[src/rtl/arb_rr4.sv]
// arb_rr4: four-requester round-robin arbiter with a burst limit and a shared 4:1 data mux.
module arb_rr4 #(
  parameter int DATA_W = 16,
  parameter int BURST  = 4
) (
  input  logic              clk,
  input  logic              rst_n,
  input  logic [3:0]        req,
  input  logic [DATA_W-1:0] in1,
  input  logic [DATA_W-1:0] in2,
  input  logic [DATA_W-1:0] in3,
  input  logic [DATA_W-1:0] in4,
  input  logic              out_ready,
  output logic [3:0]        grant,
  output logic [1:0]        sel,
  output logic [DATA_W-1:0] out,
  output logic              out_valid
);
  typedef enum logic {IDLE, BUSY} state_t;
  state_t state, state_n;
  logic [1:0] ptr, ptr_n, sel_n;
  logic [3:0] grant_n, cnt, cnt_n;
  logic [2:0] cand;
  logic       xfer, done;
  // scan from lowest to highest priority so the last hit wins; bit 2 flags a hit
  function automatic logic [2:0] pick(input logic [3:0] r, input logic [1:0] p);
    logic [1:0] k;
    pick = 3'b000;
    for (int i = 3; i >= 0; i--) begin
      k = p + 2'(i);
      if (r[k]) pick = {1'b1, k};
    end
  endfunction
  always_comb begin
    xfer    = out_valid & out_ready;
    done    = (state == BUSY) && (!req[sel] || (xfer && cnt == 4'(BURST - 1)));
    ptr_n   = done ? sel + 2'd1 : ptr;
    cand    = pick(state == IDLE ? req : req & ~grant, ptr_n);
    state_n = state;
    grant_n = grant;
    sel_n   = sel;
    cnt_n   = cnt;
    if (state == IDLE || done) begin
      state_n = cand[2] ? BUSY : IDLE;
      grant_n = cand[2] ? 4'b0001 << cand[1:0] : 4'b0000;
      sel_n   = cand[2] ? cand[1:0] : sel;
      cnt_n   = 4'd0;
    end else begin
      cnt_n = cnt + 4'(xfer);
    end
  end
  always_ff @(posedge clk or negedge rst_n) begin
    if (!rst_n) begin
      state     <= IDLE;
      grant     <= 4'b0000;
      sel       <= 2'b00;
      out_valid <= 1'b0;
      ptr       <= 2'd0;
      cnt       <= 4'd0;
    end else begin
      state     <= state_n;
      grant     <= grant_n;
      sel       <= sel_n;
      out_valid <= (state_n == BUSY);
      ptr       <= ptr_n;
      cnt       <= cnt_n;
    end
  end
  always_comb
    out = !out_valid  ? '0  :
          sel == 2'd0 ? in1 :
          sel == 2'd1 ? in2 :
          sel == 2'd2 ? in3 : in4;
endmodule

[config.mk]
export PLATFORM = sky130hd
export DESIGN_NAME = arb_rr4
export DESIGN_NICKNAME = d
export VERILOG_FILES = /design/src/rtl/arb_rr4.sv
export SDC_FILE = /design/constraint.sdc
export NUM_CORES = 1
export LEC_CHECK = 0
export CELL_PAD_IN_SITES_DETAIL_PLACEMENT = 0
export CELL_PAD_IN_SITES_GLOBAL_PLACEMENT = 1
export CORE_ASPECT_RATIO = 0.9
export CORE_MARGIN = 4
export CORE_UTILIZATION = 27
export CTS_BUF_LIST = sky130_fd_sc_hd__clkbuf_4
export DETAILED_ROUTE_END_ITERATION = 6
export PLACE_DENSITY = 0.9
export SYNTH_ARGS = -nofsm -noshare
export SYNTH_HDL_FRONTEND = slang
export SYNTH_SLANG_ARGS = --single-unit
[constraint.sdc]
create_clock -name clk -period 2.4 [get_ports clk]
set_input_delay 0.24 -clock clk [delete_from_list [all_inputs] [get_ports clk]]
set_output_delay 0.24 -clock clk [all_outputs]
set_load 0.01 [all_outputs]
== After elaboration in Yosys (flattened, before gate mapping) ==
Cells that the tools add are included.

* Register bits: 13
* Logic and storage cells: 53
* Bits of input ports: 71
* Output and inout bits: 23

* Equality and inequality tests: 3
* $lt $le $gt $ge: 5
* Bitwise logic cells: 4
* Shift operators: 1
* Add/sub/neg operators: 5
* Multiplexer cells: 23
* Reductions and logical operators: 7

{| class="wikitable"
|+ Operators with widths
! kind !! number
|-
| 16-bit two-way mux || 4
|-
| 2-bit by 3-bit less-than comparator with 1-bit output, second input constant || 5
|-
| 3-bit two-way mux || 4
|-
| 4-bit two-way mux || 3
|-
| 1-bit binary-select mux with 2-bit select || 5
|-
| 1-bit two-way mux || 6
|-
| 2-bit by 1-bit adder with 2-bit output, second input constant || 2
|-
| 2-bit adder, second input constant || 2
|-
| 4-bit by 1-bit adder with 4-bit output || 1
|-
| 4-bit bitwise AND || 1
|-
| 4-bit by 2-bit == test with 1-bit output, second input constant || 1
|-
| 4-bit NOT || 1
|-
| 1-bit by 2-bit << shifter with 4-bit output, first input constant || 1
|-
| 2-bit by 1-bit == test with 1-bit output, second input constant || 1
|-
| 2-bit == test, second input constant || 1
|-
| 1-bit logical AND || 2
|-
| 2-bit logical NOT || 1
|-
| 1-bit logical OR || 2
|-
| 2-bit two-way mux || 1
|-
| 2-bit AND reduction || 1
|-
| 1-bit bitwise AND || 1
|-
| 1-bit logical NOT || 1
|-
| 1-bit NOT || 1
|}

== Longest topological paths before layout ==
Gate-level depths: netlist of the first run.

* Word-level depth: 15
* Depth in mapped cells: 10
* Gate-level depth less buffers: 8

== Worst setup path after synthesis of the first run ==
No wires, ideal clock.

* Kind: register to register
* Start point: register sel[0]
* End point: register grant[0]
* Data arrival time: 2.030 ns
* Library setup time: 0.124 ns
* Clock period less this slack: 2.154 ns
* Buffers on the path: 2
* Stages on the path, launching flop included: 11
* Setup slack: 0.246 ns
* Cell sequence: dfrtp_1 clkbuf_8 inv_1 ha_1 and3_2 a32oi_2 o211ai_4 buf_6 a21oi_2 nor2_1 o31a_1

* Longest elaborated chain between the ends: 15

{| class="wikitable"
|+ Ends and longest elaborated chain
! item !! RTL line !! source
|-
| start, declared || 15 || <nowiki>output logic [1:0] sel,</nowiki>
|-
| start signal, assigned || 63 || <nowiki>sel <= sel_n;</nowiki>
|-
| 1-bit binary-select mux with 2-bit select || 36 || <nowiki>done = (state == BUSY) && (!req[sel] || (xfer && cnt == 4'(BURST - 1)));</nowiki>
|-
| 1-bit two-way mux (not written as such) || 36 ||
|-
| 1-bit logical NOT || 36 ||
|-
| 1-bit logical OR || 36 ||
|-
| 1-bit logical AND || 36 ||
|-
| 2-bit two-way mux (*) || 37 || <nowiki>ptr_n = done ? sel + 2'd1 : ptr;</nowiki>
|-
| via ptr_n[1] || 21 || <nowiki>logic [1:0] ptr, ptr_n, sel_n;</nowiki>
|-
| 2-bit adder || 30 || <nowiki>k = p + 2'(i);</nowiki>
|-
| 1-bit binary-select mux with 2-bit select || 31 || <nowiki>if (r[k]) pick = {1'b1, k};</nowiki>
|-
| 1-bit two-way mux (not written as such) || 31 ||
|-
| 3-bit two-way mux (3 in series) || 31 ||
|-
| 3-bit two-way mux (*) || 31 ||
|-
| 1-bit by 2-bit << shifter with 4-bit output || 45 || <nowiki>grant_n = cand[2] ? 4'b0001 << cand[1:0] : 4'b0000;</nowiki>
|-
| 4-bit two-way mux (*) || 45 ||
|-
| end signal, assigned || 62 || <nowiki>grant <= grant_n;</nowiki>
|-
| end, declared || 14 || <nowiki>output logic [3:0] grant,</nowiki>
|}

Mark *: on every way through the listed nets, which the timed path passes. The rest lies on a longest branch. The select of a mux whose other input is x is not followed.
A chain may end at the register's enable or synchronous reset.

== Worst setup path after layout of the first run ==
* Start point: register sel[0]
* End point: output out[15]

* Longest elaborated chain between the ends: 5

{| class="wikitable"
|+ Ends and longest elaborated chain
! item !! RTL line !! source
|-
| 2-bit == test || 73 || <nowiki>sel == 2'd2 ? in3 : in4;</nowiki>
|-
| 16-bit two-way mux || 73 ||
|-
| 16-bit two-way mux || 72 || <nowiki>sel == 2'd1 ? in2 :</nowiki>
|-
| 16-bit two-way mux (*) || 71 || <nowiki>sel == 2'd0 ? in1 :</nowiki>
|-
| 16-bit two-way mux (*) || 70 || <nowiki>out = !out_valid ? '0 :</nowiki>
|-
| end, declared || 16 || <nowiki>output logic [DATA_W-1:0] out,</nowiki>
|}

Mark *: on every way between the ends. The rest lies on a longest branch, timed or not.

==> results of run 1 <==
## layout make-up
type / count / area (sq um) / share of cell area, %
inverter: 4 / 15.0 / 0.548
timing repair buffer: 109 / 1090 / 39.9
sequential: 13 / 325 / 11.9
tap: 70 / 87.6 / 3.19
clock buffer: 4 / 30.0 / 1.10
multi-input combinational: 184 / 1190 / 43.4
## worst min path at each step
| stage | endpoint | slack, ns | cells after the start |
|---|---|---|---|
| floorplan | cnt[0]$_DFF_PN0_ | -0.06 | 0 |
| global placement | grant[1]$_DFFE_PN0N_ | 0.52 | 2 |
| detailed placement | grant[1]$_DFFE_PN0N_ | 0.52 | 2 |
| CTS | grant[1]$_DFFE_PN0N_ | 0.36 | 1 |
| global route | grant[2]$_DFFE_PN0N_ | 0.40 | 1 |
| finish | grant[3]$_DFFE_PN0N_ | 0.32 | 1 |
## power groups by stage
stage               Sequential [mW]  Clock (mW)  Combinational (mW)
floorplan                     0.391           0                1.62
global placement              0.387           0                2.59
detailed placement            0.389           0                2.60
CTS                           0.385       0.156                2.48
global route                  0.401       0.164                2.83
finish                        0.385       0.152                2.57
## Yosys cell counts (2+ instances only)
cell,count
nand2_1,35
nor2_1,26
a21oi_1,24
o21ai_0,19
and2_1,18
mux2i_1,18
dfrtp_1,13
clkbuf_1,7
ha_1,5
buf_2,4
inv_1,4
a21boi_0,3
buf_6,3
nand3_1,3
o21ai_1,3
a21boi_1,2
o2111ai_1,2
o211ai_1,2
o211ai_4,2
o21a_1,2
## worst max-delay path, stage by stage, from the launching register on
cell and delay [ns]:
dfrtp_1 0.39, inv_2 0.06, ha_2 0.19, buf_12 0.12
buf_12 0.12, mux2i_1 0.20, nor2_1 0.05, a21oi_1 0.10
o21ai_0 0.08, and2_1 0.16, dlygate4sd2_1 0.28
## cells by family (layout without fill, tap and decap cells)
| group | count (synthesis) | after routing | share of synthesized area (%) |
|---|---|---|---|
| xor+xnor | 2 | 2 | 1.08 |
| fa+ha+maj | 5 | 5 | 3.86 |
| compound gates | 68 | 68 | 28.6 |
| flops | 13 | 13 | 20.1 |
| buf+inv | 19 | 117 | 6.72 |
| mux | 20 | 20 | 12.7 |
| simple gates | 89 | 89 | 27.0 |
## metal layers
metal,wire length (microns),vias to the layer above
met5,0,-
met4,24,0
met3,595,4
met2,2440,79
met1,2500,837
li1,-,951
## registers in the layout, indices dropped and copies added, names as in the netlist
| register | cells |
|---|---|
| state | 1 |
| ptr | 2 |
| sel | 2 |
| cnt | 4 |
| grant | 4 |
## repair_timing
item / in CTS / in global routing
endpoints found under the hold margin: 0 / 0
setup buffers: 2 / 3
endpoints found under the setup margin: 16 / 3
gates resized for setup: 16 / 3
## per-stage QoR
| stage | hold slack, ns | area [sq um] |
|---|---|---|
| 3_3_place_gp | 0.522 | 2670 |
| 4_1_cts | 0.364 | 2690 |
| 3_5_place_dp | 0.524 | 2670 |
| 5_1_grt | 0.396 | 2740 |
| 6_report | 0.321 | 2740 |
| 2_1_floorplan | -0.0556 | 1620 |
==> run summary, run 1 <==
outcome -> finished, final reports clean
Clock Path Buffers -> 2
final setup vio count -> 0
Max-Cap Viols -> 0
Finished Layout Cells -> 384
Final period util -> 94.9%
Worst Setup End Kind -> output port
Fmax -> 439 MHz
row count -> 26
CP arrival -> 2.04 ns
starting density of the core -> 28.1%
vias -> 1,871
RSZ-0062 raised after global routing -> no
worst-case reg-to-reg path depth -> 8
Post-Syn Area per Cell -> 7.50 sq um
DRC -> 0
die height -> 81.5 microns
vias in the first global route -> 1,745
CP endpoint -> out[15]
Yosys top cell area share -> 20.1%
fin util -> 47.6%
Cell Pwr Density -> 1130 nW/um^2
leading area contributor after synthesis -> dfrtp_1
clk_lat worst skew -> 0.28 ns
largest net degree at the start of global routing -> 33
most common cell after layout, fill and taps aside -> clkdlybuf4s50_1
core area -> 5760 sq um
Synth area leaders -> dfrtp_1 (20%), mux2i_1 (11%), nand2_1 (8.1%), a21oi_1 (7.4%), and2_1 (6.9%)
max-slew violations -> 0
total CTS buffers -> 3
Min Clock Period, post-route -> 2.28 ns
Antenna diodes -> 0
initial antenna violation count -> 0
Placed Cells -> 375
Seq/Total Area, Yosys -> 20.1%
Slew @ Worst Pin -> 0.575 ns
WL final -> 5560 microns
CTS Sinks -> 13
kind of critical path -> reg -> out
Total Power -> 3.11 mW
r2r setup slk -> 0.28 ns
# IOs -> 94
CP startpoint -> sel[0]$_DFFE_PN0P_
largest vdd supply drop -> 0.000500 V
die footprint -> 7310 sq um
Synth Instances -> 216
Reg power frac -> 12.4%
CP max FO -> 6
number of synthesized flops with an enable pin -> 0
syn nets -> 292
Int Pwr -> 1.69 mW
Lkg Pwr -> 1.15 nW
ANT nets after route -> 0
DIE WIDTH -> 89.7 microns
predominant post-synthesis flop cell -> dfrtp_1
Pre-antenna DRT Iters -> 4
Comb power frac -> 82.7%
drt via density -> 4.87
met1 usage -> 18.9%
CTS tree -> yes
gr busiest metal -> met2
Synth cell types -> 41
Buffers on Ports -> 93
Worst Hold Class -> in -> async
final worst slack -> 0.124 ns
Syn-to-layout area delta -> 69.2%
Synthesis Warnings -> 0
grt ovf -> 0
startpoint class of the critical path -> register
DP HPWL -> 4370 microns
required time of the worst setup path -> 2.16 ns
gpl congestion -> 0.879
commonest non-fill, non-tap cells in the layout -> clkdlybuf4s50_1 (77), nand2_1 (35), nor2_1 (26)
global-route wire length before repair -> 8200 microns
Worst slew margin -> 61.6%
grt met3 use -> 2.61%
GR Util All Layers -> 13.9%
Initial DRC Count -> 40
CTS Root Cell -> clkbuf_4
layout cell share with drive strength beyond 1 -> 11.5%
Async SR Flop Fraction -> 100%
setup TNS -> 0 ns
Clk network pwr share -> 4.9%
# hold bufs at CTS -> 0
GRT met2 Usage -> 23.2%
post-DR wirelength/cell -> 14.5 microns
Synth Cell Area -> 1620 sq um
Final nets -> 391
RR Startpoint -> sel[1]$_DFFE_PN0P_
Reg-to-Reg End -> grant[2]$_DFFE_PN0N_
skew final -> 0.00106 ns
# H-tree levels -> 1
CTS clk-pin slew, worst paths -> 0.08 ns
Setup WS pre-CTS -> 0.211 ns
Hold Violations, Final -> 0
Synth Register Bits -> 13
Psw -> 1.42 mW
fillcell total -> 562
switching part of the total power -> 45.5%
No activity file was read; power rests on OpenSTA's default activity.
==> run 2, diff against run 1 <==
- CORE_UTILIZATION: 27 -> 29
- PLACE_DENSITY: 0.9 -> 0.95
- clock period: 2.4 -> 2.9 ns (I/O delays scaled with it)
==> run summary, run 2 (synthesis gave the netlist of run 1 again) <==
CP arrival -> 2.39 ns
DIE WIDTH -> 86.8 microns
r2r setup slk -> 0.73 ns
skew final -> 0.00137 ns
Pre-antenna DRT Iters -> 4
Hold WS -> 0.387 ns
largest net degree at the start of global routing -> 27
Finished Layout Cells -> 374
largest vdd supply drop -> 0.000465 V
total CTS buffers -> 3
post-DR wirelength/cell -> 14.5 microns
Reg power frac -> 13.2%
kind of critical path -> reg -> out
DRC -> 0
# IOs -> 94
Antenna diodes -> 0
CTS clk-pin slew, worst paths -> 0.08 ns
layout cell share with drive strength beyond 1 -> 9.12%
startpoint class of the critical path -> register
Lkg Pwr -> 1.07 nW
CTS tree -> yes
vias in the first global route -> 1,769
Slew @ Worst Pin -> 0.605 ns
core area -> 5320 sq um
Worst Hold Class -> in -> async
CP max FO -> 16
Reg-to-Reg End -> grant[2]$_DFFE_PN0N_
Int Pwr -> 1.40 mW
Clock Path Buffers -> 2
Largest regs -> cnt: 4 flops, grant: 4 flops
DP HPWL -> 4390 microns
global-route wire length before repair -> 8850 microns
die footprint -> 6850 sq um
# H-tree levels -> 1
ANT nets after route -> 0
gpl congestion -> 0.840
outcome -> finished, final reports clean
Worst Setup End Kind -> output port
starting density of the core -> 30.5%
most common cell after layout, fill and taps aside -> clkdlybuf4s50_1
final setup vio count -> 0
grt ovf -> 0
Final nets -> 384
commonest non-fill, non-tap cells in the layout -> clkdlybuf4s50_1 (93), nand2_1 (35), nor2_1 (26)
GR Util All Layers -> 15.7%
Syn-to-layout area delta -> 63.7%
clk_lat worst skew -> 0.28 ns
Placed Cells -> 370
RSZ-0062 raised after global routing -> no
fillcell total -> 520
Psw -> 1.14 mW
CP startpoint -> sel[1]$_DFFE_PN0P_
Min Clock Period, post-route -> 2.68 ns
Comb power frac -> 81.8%
WL final -> 5410 microns
worst-case reg-to-reg path depth -> 8
die height -> 78.9 microns
switching part of the total power -> 45.0%
Final period util -> 92.3%
CTS Root Cell -> clkbuf_4
initial antenna violation count -> 0
Max-Cap Viols -> 0
setup bufs post-CTS -> 0
Buffers on Ports -> 93
Fmax -> 374 MHz
Cell Pwr Density -> 956 nW/um^2
Worst slew margin -> 59.5%
max-slew violations -> 0
required time of the worst setup path -> 2.61 ns
Clk network pwr share -> 5.0%
vias -> 1,845
Initial DRC Count -> 72
Hold Violations, Final -> 0
row count -> 25
drt via density -> 4.93
RR Startpoint -> sel[1]$_DFFE_PN0P_
CP endpoint -> out[2]
CTS Sinks -> 13
setup TNS -> 0 ns
==> run 2: cell count changes in the layout (fill, tap and decap cells not counted), moves of 3 or more <==
| cell | previous run | this run |
|---|---|---|
| clkdlybuf4s50_1 | 77 | 93 |
| buf_4 | 11 | 8 |
| dlygate4sd2_1 | 15 | 0 |
| buf_12 | 5 | 1 |
==> run 2: what timing repair did <==
item                                    CTS  global route
hold buffers                              0             0
endpoints found under the setup margin    0             6
gates resized for setup                   0             1
==> run 2: layout make-up <==
| class | instances | area (sq um) | share of cell area (%) |
|---|---|---|---|
| Sequential cell | 13 | 327 | 12.3 |
| Clock buffer | 4 | 30.0 | 1.13 |
| Tap cell | 67 | 83.8 | 3.16 |
| Inverter | 4 | 15.0 | 0.566 |
| Multi-Input combinational cell | 184 | 1190 | 44.7 |
| Timing Repair Buffer | 102 | 1010 | 38.1 |
==> run 2: power groups by stage <==
| stage | clock [mW] | sequential, mW | combinational (mW) |
|---|---|---|---|
| 2_1_floorplan | 0 | 0.323 | 1.34 |
| 3_3_place_gp | 0 | 0.332 | 2.07 |
| 3_5_place_dp | 0 | 0.337 | 2.10 |
| 4_1_cts | 0.128 | 0.334 | 2.10 |
| 5_1_grt | 0.137 | 0.351 | 2.31 |
| 6_report | 0.126 | 0.335 | 2.08 |
==> run 2: per-stage QoR <==
stage	setup WS, ns	total power [mW]	utilization, %	cell area (sq um)
floorplan	0.746	1.67	-	1620
global placement	0.479	2.40	49.3	2620
detailed placement	0.409	2.43	49.3	2620
CTS	0.0972	2.56	49.9	2650
global route	0.0449	2.80	49.9	2650
finish	0.225	2.54	49.9	2650
==> run 2: per-layer routing <==
metal | track usage, % | vias up | share of wire, %
met1 | 21.9 | 822 | 45
met4 | 0.935 | 0 | 0.26
met5 | 0 | - | 0
met2 | 26.2 | 87 | 45
met3 | 2.80 | 3 | 10
li1 | - | 933 | -
==> run 2: worst min-delay path by stage <==
| stage | end | slack (ns) | cells after the start |
|---|---|---|---|
| finish | grant[1]$_DFFE_PN0N_ | 0.39 | 1 |
| CTS | grant[1]$_DFFE_PN0N_ | 0.41 | 1 |
| global route | grant[0]$_DFFE_PN0N_ | 0.43 | 1 |
| detailed placement | grant[1]$_DFFE_PN0N_ | 0.54 | 2 |
| floorplan | cnt[0]$_DFF_PN0_ | -0.006 | 0 |
| global placement | grant[1]$_DFFE_PN0N_ | 0.53 | 2 |
==> run 2: worst max-delay path: stages (launching register included) <==
cell             delay, ns
dfrtp_2               0.49
ha_1                  0.20
buf_4                 0.22
mux2i_1               0.15
nor2_1                0.10
a21oi_1               0.05
o21ai_0               0.21
and2_1                0.15
clkdlybuf4s50_1       0.53
==> variant, RTL diff (config.mk and constraints of run 2) <==
Change the parameter `DATA_W` from 16 to 12.
--- a/src/rtl/arb_rr4.sv
+++ b/src/rtl/arb_rr4.sv
@@ -1,5 +1,5 @@
 // arb_rr4: four-requester round-robin arbiter with a burst limit and a shared 4:1 data mux.
 module arb_rr4 #(
-  parameter int DATA_W = 16,
+  parameter int DATA_W = 12,
   parameter int BURST  = 4
 ) (
Interface: changed (5 resized); port bits go from 94 to 74. The function was not compared with the original's and may differ.
==> variant against run 2 <==
  * Setup slack got worse by 0.022 ns
  * Highest routed layer unchanged
  * Sequential cell count stayed put
  * Area after synthesis decreased by 22%
  * Power decreased by 22%
  * Wire length shrank 24%
  * Design area down 21%
  * Critical path type unchanged
  * Non-clock buffer count fell by 25
==> variant: results (changes against run 2) <==
{| class="wikitable"
! Metric !! Value
|-
| Total global-route track usage || 0.151 (-0.00587)
|-
| Signal arrival time at the worst endpoint || 2.41 ns (+0.02 ns)
|-
| Via/cell ratio || 4.97 (+0.79%)
|-
| Net count reported at finish || 300 (-22%)
|-
| Detailed Routing Iterations Pass 1 || 4 (unchanged)
|-
| Critical-path top delay cell || dfrtp_2
|-
| Status || finished, final reports clean
|-
| Post-synthesis sequential area ratio || 0.258 (+0.0577)
|-
| Largest registers || cnt (4), grant (4)
|-
| End of the worst register-to-register path || grant[2]
|-
| Most used DFF post-synth || dfrtp_1
|-
| Share of cell area taken by muxes after synthesis || 0.121 (-0.00614)
|-
| Depth of the most critical reg-to-reg path || 7 (-1)
|-
| Antenna Diode Count || 0 (unchanged)
|-
| Number of global-route vias before repair || 1415 (-20%)
|-
| Share of final-layout standard cells stronger than drive strength 1 || 0.0837 (-0.00752)
|-
| Total net switching power || 860 uW (-25%)
|-
| Compound-Gate Fraction of Synth Area || 0.253 (-0.0322)
|-
| Worst-path fanout max || 12 (-4)
|-
| Longest individual stage delay on the worst path || 0.47 ns (-0.06 ns)
|-
| Part of the power in the clock network || 0.062 (+0.012)
|-
| Final HPWL from detailed placement || 3.32 mm (-24%)
|-
| Fill cells || 380 (-27%)
|-
| Combinational power share || 0.775 (-0.043)
|-
| Synth unique cells || 37 (-9.8%)
|-
| Yosys warning total || 0 (unchanged)
|-
| Fin Clk Skew || 0.00203 ns (+0.000668 ns)
|-
| Net count of the mapped netlist || 225 (-23%)
|-
| Leak Pwr || 0.859 nW (-20%)
|-
| Max-slew headroom || 0.593 (-0.00217)
|-
| Number of clock buffers inserted by TritonCTS || 3 (unchanged)
|-
| Share of synthesized cell area in full adder, half adder and majority cells || 0.0497 (+0.0111)
|-
| Xor and xnor area share after synthesis || 0.0139 (+0.00311)
|-
| PortBufs || 73 (-22%)
|-
| Minimum setup slack after placement || 0.296 ns (-0.113 ns)
|-
| Post-detailed-placement cell area || 2050 sq um (-22%)
|-
| Main area contributors after synthesis || dfrtp_1, mux2i_1, and2_1, a21oi_1, nand2_1
|-
| Number of antenna violations at the first check in global routing || 0 (unchanged)
|-
| Worst voltage drop across the vdd grid || 0.467 mV (+0.36%)
|-
| Global placement routability congestion || 0.845 (+0.63%)
|-
| Minimum setup slack among reg-to-reg paths || 0.61 ns (-0.12 ns)
|-
| First-iteration detailed-routing DRC count || 35 (-51%)
|-
| Top cells by count, synth || nand2_1, nor2_1, a21oi_1, and2_1, o21ai_0
|-
| Pin count of the biggest net entering global routing || 25 (-7.4%)
|-
| Routed wire per std cell || 14.3 um (-1.5%)
|-
| Power dissipated in combinational cells || 1.53 mW (-26%)
|-
| Path class of the lowest-slack min-delay path || in2async
|-
| Global-route wire length before repair || 6.79 mm (-23%)
|}
variant: changes by cell type in the layout (fill, tap and decap cells not counted), sizes merged, moves of 2 or more:
| cell | delta |
|---|---|
| a21boi | -3 |
| a21oi | -7 |
| a22o | +3 |
| and2 | -2 |
| buf | -5 |
| clkdlybuf4s50 | -20 |
| mux2i | -5 |
| nand2 | -14 |
| nor2 | -5 |
| o211ai | -4 |
| o21ai | -8 |
| or2 | +2 |
variant: cell type report:
class                           count  area share
Tap cell                           48      0.0288
Clock buffer                        4      0.0144
Inverter                            4     0.00719
Timing Repair Buffer               77       0.366
Sequential cell                    13       0.156
Multi-Input combinational cell    141       0.427
variant: kinds of logic (layout without fill, tap and decap cells):
logic type               Yosys count  after routing
AND/OR/NAND/NOR                   71             71
AO/OA/AOI/OAI                     48             48
multiplexers                      15             15
flip-flops                        13             13
buffers and inverters             11             85
adder cells (fa/ha/maj)            5              5
XOR/XNOR                           2              2
variant: timing repair:
item,CTS,global route
hold buffers,0,0
resized for setup,0,2
endpoints found under the setup margin,0,6
setup buffers,0,0
variant: metrics by stage:
stage | hold WS, ns | instances | util
after global placement | 0.538 | 283 | 0.497
after CTS | 0.425 | 287 | 0.505
after global routing | 0.450 | 287 | 0.506
final | 0.392 | 287 | 0.506
after floorplan | -0.00559 | 165 | -
after detailed placement | 0.529 | 283 | 0.497
variant: worst max path at each step:
stage / start / end / slack (ns)
CTS: sel[0] / out[7] / 0.08
global placement: sel[0] / out[7] / 0.39
floorplan: sel[0] / out[9] / 0.72
detailed placement: out_ready / grant[2] / 0.30
global route: sel[0] / out[7] / 0.02
finish: sel[0] / out[4] / 0.20
variant: layer usage:
layer	share of wire	GRT usage	vias up
met1	0.47	0.208	621
met5	0	0	-
met4	0.0024	0.00988	0
met3	0.097	0.0425	2
met2	0.43	0.245	75
li1	-	-	729
